File: config.mk
export PLATFORM = sky130hd
export DESIGN_NAME = afifo_rd_unpack_64to16
export DESIGN_NICKNAME = d
export VERILOG_FILES = /design/src/rtl/afifo_rd_unpack_64to16_pkg.sv /design/src/rtl/afifo_rd_fetch_tracker.sv /design/src/rtl/afifo_rd_unpack_64to16.sv
export SDC_FILE = /design/constraint.sdc
export NUM_CORES = 1
export LEC_CHECK = 0
export BUFFER_PORTS_ARGS = -buffer_cell sky130_fd_sc_hd__clkbuf_2
export CORE_UTILIZATION = 45
export DETAILED_ROUTE_END_ITERATION = 8
export PLACE_DENSITY_LB_ADDON = 0.05
export SYNTH_ARGS = -nofsm -noshare
export SYNTH_HDL_FRONTEND = slang
export SYNTH_SLANG_ARGS = --single-unit
File: constraint.sdc
create_clock -name rd_clk -period 4.1 [get_ports rd_clk]
set_input_delay 0.615 -clock rd_clk [delete_from_list [all_inputs] [get_ports rd_clk]]
set_output_delay 0.615 -clock rd_clk [all_outputs]
set_load 0.03 [all_outputs]
File: src/rtl/afifo_rd_unpack_64to16_pkg.sv
// Shared constants and lane selection for the 64-to-16 read-side unpacker.
// Latency: n/a (types, constants and a pure function only).
// Backpressure: n/a.
package afifo_rd_unpack_64to16_pkg;

  localparam int FIFO_DATA_W_DFLT = 64;
  localparam int OUT_W_DFLT       = 16;
  localparam int RATIO            = FIFO_DATA_W_DFLT / OUT_W_DFLT;
  localparam int LANE_W           = $clog2(RATIO);
  // Word buffer depth (head + spare); also the total read credit.
  localparam int BUF_DEPTH        = 2;
  localparam int LVL_W            = $clog2(BUF_DEPTH + 1);
  localparam int CRED_W           = LVL_W + 1;

  // Pick beat 'lane' from a FIFO word; lane 0 is the low slice when
  // lsb_first is set, otherwise the high slice.
  function automatic logic [OUT_W_DFLT-1:0] lane_sel(
    input logic [FIFO_DATA_W_DFLT-1:0] word,
    input logic [LANE_W-1:0]           lane,
    input logic                        lsb_first
  );
    logic [LANE_W-1:0] idx;
    idx = lsb_first ? lane : (LANE_W'(RATIO - 1) - lane);
    return word[idx*OUT_W_DFLT +: OUT_W_DFLT];
  endfunction

endpackage

File: src/rtl/afifo_rd_fetch_tracker.sv
// Issues FIFO reads against a fixed credit of BUF_DEPTH words and tracks them through the read latency.
// Latency: o_capture asserts RD_LATENCY cycles after the cycle o_fifo_rd_en was high.
// Backpressure: no read is issued while buffered + in-flight words reach BUF_DEPTH or the FIFO is empty.
module afifo_rd_fetch_tracker
  import afifo_rd_unpack_64to16_pkg::*;
#(
  parameter int RD_LATENCY = 1  // 1 or 2
) (
  input  logic             i_clk,
  input  logic             i_rst,
  input  logic             i_fifo_rd_empty,
  input  logic [LVL_W-1:0] i_buf_level,
  output logic             o_fifo_rd_en,
  output logic             o_capture
);

  logic [RD_LATENCY-1:0] r_pipe;
  logic [LVL_W-1:0]      w_inflight_cnt;
  logic [CRED_W-1:0]     w_credit_used;

  // Count reads issued but whose data has not yet been captured.
  always_comb begin
    w_inflight_cnt = '0;
    for (int i = 0; i < RD_LATENCY; i++) begin
      w_inflight_cnt = w_inflight_cnt + LVL_W'(r_pipe[i]);
    end
  end

  assign w_credit_used = {1'b0, i_buf_level} + {1'b0, w_inflight_cnt};
  // Reset gating keeps the FIFO untouched while the block is held in reset.
  assign o_fifo_rd_en  = !i_rst && !i_fifo_rd_empty && (w_credit_used < CRED_W'(BUF_DEPTH));
  assign o_capture     = r_pipe[RD_LATENCY-1];

  // Shift the read-valid marker along with the FIFO's read pipeline.
  always_ff @(posedge i_clk or posedge i_rst) begin
    if (i_rst) begin
      r_pipe <= '0;
    end else begin
      r_pipe[0] <= o_fifo_rd_en;
      for (int i = 1; i < RD_LATENCY; i++) begin
        r_pipe[i] <= r_pipe[i-1];
      end
    end
  end

endmodule

File: src/rtl/afifo_rd_unpack_64to16.sv
// Reads 64-bit words from the async FIFO and replays them as four 16-bit beats on a valid/ready stream.
// Latency: first beat RD_LATENCY+1 cycles after the read; then one beat per cycle.
// Backpressure: m_ready low freezes the beat; reads stop once two words are held or in flight.
module afifo_rd_unpack_64to16
  import afifo_rd_unpack_64to16_pkg::*;
#(
  parameter int FIFO_DATA_W = FIFO_DATA_W_DFLT,  // must equal OUT_W*RATIO
  parameter int OUT_W       = OUT_W_DFLT,
  parameter int RD_LATENCY  = 1,                 // 2 when the FIFO has an output register
  parameter bit LSB_FIRST   = 1'b1
) (
  input  logic                   rd_clk,
  input  logic                   rd_rst,
  output logic                   fifo_rd_en,
  input  logic [FIFO_DATA_W-1:0] fifo_rd_data,
  input  logic                   fifo_rd_empty,
  output logic                   m_valid,
  input  logic                   m_ready,
  output logic [OUT_W-1:0]       m_data,
  output logic                   m_last,
  output logic [1:0]             buf_level
);

  logic [FIFO_DATA_W-1:0] r_buf [BUF_DEPTH];
  logic                   r_head;
  logic [LVL_W-1:0]       r_level;
  logic [LANE_W-1:0]      r_lane;

  logic w_capture;
  logic w_fire;
  logic w_pop;
  logic w_wr_idx;
  logic w_lane_end;

  afifo_rd_fetch_tracker #(
    .RD_LATENCY(RD_LATENCY)
  ) u_fetch (
    .i_clk          (rd_clk),
    .i_rst          (rd_rst),
    .i_fifo_rd_empty(fifo_rd_empty),
    .i_buf_level    (r_level),
    .o_fifo_rd_en   (fifo_rd_en),
    .o_capture      (w_capture)
  );

  assign w_lane_end = (r_lane == LANE_W'(RATIO - 1));
  assign w_fire     = m_valid && m_ready;
  assign w_pop      = w_fire && w_lane_end;
  // Credit guarantees at most one word is held when a capture lands, so the
  // free slot is always head ^ level[0]; on a same-cycle pop it becomes the new head.
  assign w_wr_idx   = r_head ^ r_level[0];

  assign m_valid   = (r_level != '0);
  assign m_data    = lane_sel(r_buf[r_head], r_lane, LSB_FIRST);
  assign m_last    = m_valid && w_lane_end;
  assign buf_level = r_level;

  // Write returning FIFO data into the free buffer slot.
  always_ff @(posedge rd_clk or posedge rd_rst) begin
    if (rd_rst) begin
      for (int i = 0; i < BUF_DEPTH; i++) begin
        r_buf[i] <= '0;
      end
    end else if (w_capture) begin
      r_buf[w_wr_idx] <= fifo_rd_data;
    end
  end

  // Advance the lane on each accepted beat; retire the head word after its last lane.
  always_ff @(posedge rd_clk or posedge rd_rst) begin
    if (rd_rst) begin
      r_head  <= 1'b0;
      r_level <= '0;
      r_lane  <= '0;
    end else begin
      if (w_fire) begin
        r_lane <= r_lane + LANE_W'(1);
      end
      if (w_pop) begin
        r_head <= ~r_head;
      end
      case ({w_capture, w_pop})
        2'b10:   r_level <= r_level + LVL_W'(1);
        2'b01:   r_level <= r_level - LVL_W'(1);
        default: r_level <= r_level;
      endcase
    end
  end

endmodule
==> results.toml <==
[global_routing]
overflow = 0
grt_pass1_vias = 3718
grt_pass1_wl_um = 20100
track_usage_pct = 18.9
antenna_found_initial = 0
grt_max_degree = 135

[yosys]
seq_area_frac_synth_pct = 53.8
yosysUniqueCellTypes = 19
ys_seq_elements = 134
synth_async_sr_flop_share_pct = 100
synthesis.area_um2 = 6240
syn_inst = 353
synth-edff-count = 0
postSynthAreaPerCell_um2 = 17.7
ys.flop_type = "dfrtp_1"
syn_nets = 423
yosys_warnings = 0

[flow_run]
drv_cap = 0

[timing]
hold_violations = 0
rsz0062_at_grt = "false"
fin_skew_ns = 0.00544
finalSetupTns_ns = 0
fin_crit_sh_pct = 74.2
fmax_mhz = 329
worstMarginPinSlew_ns = 0.993
slew-limit-headroom_pct = 33.8
slew_viol_final = 0
period_minus_slack_ns = 3.04
setup_viol = 0

[cts]
numCtsBuffers = 17
clockBufferDepth = 2
cts.clk_slew.worst_paths_ns = 0.05
cts_max_level = 4
cts_setup_buffers = 0
post_cts_resized = 0
clock_latency_ns = 0.41
cts_sinks = 134
cts_hold_buf = 0
cts_tree = "done"
cts_root_buf = "clkbuf_16"

[final_layout]
layout_commonest_cell = "dfrtp_1"
nets = 511
finalInstanceArea_um2 = 7440
area_growth_syn_to_layout_pct = 19.3
drive_above_1_share_pct = 67.4
num_antenna_cells = 0
multi_input_area_um2 = 2710
mostFrequentLayoutCells = "132 x dfrtp_1, 88 x clkbuf_2, 85 x mux2_2"
seqCellArea_um2 = 3360
nFillCells = 1105

[placement]
place_area_um2 = 6820
dp_hpwl_um = 7860
port_buffers = 88
gp_routability_congestion = 0.734

[setup_path]
end_kind = "output port"
crit_path_max_incr_delay_ns = 0.91
cp_cell_sequence = "mux4_2 -> mux2_2 -> clkbuf_2"
r2r-start = "r_head"
worstSetupPathType = "reg -> out"
cp_data_arrival_time_ns = 2.43
reg2reg_slack_ns = 1.45
cp_slowest_cell = "dfrtp_2"
required_ns = 3.48
crit_path_max_fanout = 28
ff2ff_path_depth = 4
cp-start-kind = "register"
timing.rr.end = "r_buf[124]"

[drt]
wl_per_cell_um = 19.5
drt-pass1-iter-count = 5
viasPerCell = 5.20
wl_um = 12300
route.detailed.drc = 0
dr.first_iter.drc_count = 128
final_antenna_net_count = 0
vias = 3278

[floorplan]
pin_count = 89
coreArea_um2 = 13400
die_area_um2 = 14300
die_w_um = 120
row_count = 42
start_util_pct = 46.5
fp.dieH_um = 120

[power]
power_leakage_nw = 3.46
irDropWorstVdd_mv = 0.420
power_density_nw_per_um2 = 941
power_mw = 7.00

[status]
status = "complete, no violations"

[min_path]
holdCritPathClass = "in -> async"
==> worst max path at each step <==
stage	start	to	slack [ns]	depth (start not counted)
CTS	r_head	m_data[5]	0.98	3
finish	r_head	m_data[7]	1.06	3
global placement	r_head	r_buf[126]	1.41	4
floorplan	buf_level[0]	fifo_rd_en	1.16	2
detailed placement	r_head	r_buf[124]	1.39	4
global route	r_head	m_data[5]	0.89	3
==> Yosys cell counts (2+ instances only) <==
master / number / share of area [%]
buf_4: 2 / 0.24
mux2_4: 60 / 14
xnor2_1: 3 / 0.42
buf_2: 13 / 1.0
dfrtp_1: 134 / 54
buf_6: 8 / 1.4
ha_1: 2 / 0.40
mux2_2: 85 / 15
inv_1: 2 / 0.12
mux4_2: 32 / 12
nand2_1: 2 / 0.12
xor2_1: 3 / 0.42
==> final cells by class <==
cell class,instances,area share [%]
clock inverters,8,1.60
repair buffers,93,7.09
flip-flops and latches,134,45.1
well taps,176,2.96
clock buffers,24,6.74
inverters,2,0.151
multi-input cells,193,36.4
==> layer usage <==
metal | wire [um] | GRT usage [%]
met1 | 5540 | 24.4
met2 | 6130 | 30.9
met3 | 512 | 5.75
met4 | 106 | 5.16
met5 | 0 | 0
==> state kept, by name, indices dropped and copies added, names as in the netlist <==
register / flops
r_buf: 128
buf_level: 2
r_lane: 2
r_head: 1
u_fetch.o_capture: 1
==> critical path, delay by kind of cell (launching register included) <==
kind,cells,cell delay (ns)
flops,1,0.91
mux,2,0.90
buf+inv,1,0.18
==> per-stage QoR <==
step / cells / hold WS, ns / utilization (%) / setup slack [ns]
after CTS: 630 / 0.398 / 55.5 / 0.979
after global routing: 630 / 0.432 / 55.5 / 0.891
final: 630 / 0.404 / 55.5 / 1.06
after global placement: 598 / 0.482 / 50.9 / 1.41
after floorplan: 353 / 0.474 / - / 1.16
after detailed placement: 598 / 0.488 / 50.9 / 1.39
==> cell families after synthesis <==
kind of cell | share of synthesized area [%]
compound gates | 0.261
xor+xnor | 0.843
fa+ha+maj | 0.401
buf+inv | 2.91
flops | 53.8
mux | 41.3
simple gates | 0.482
==> power by group <==
| part | leakage, nW | internal, mW | switching, mW |
|---|---|---|---|
| Combinational | 1.59 | 1.71 | 1.20 |
| Clock | 0.310 | 1.03 | 0.545 |
| Sequential | 1.56 | 2.01 | 0.501 |
| Total | 3.46 | 4.75 | 2.25 |
(Power assumes the default switching activity.)
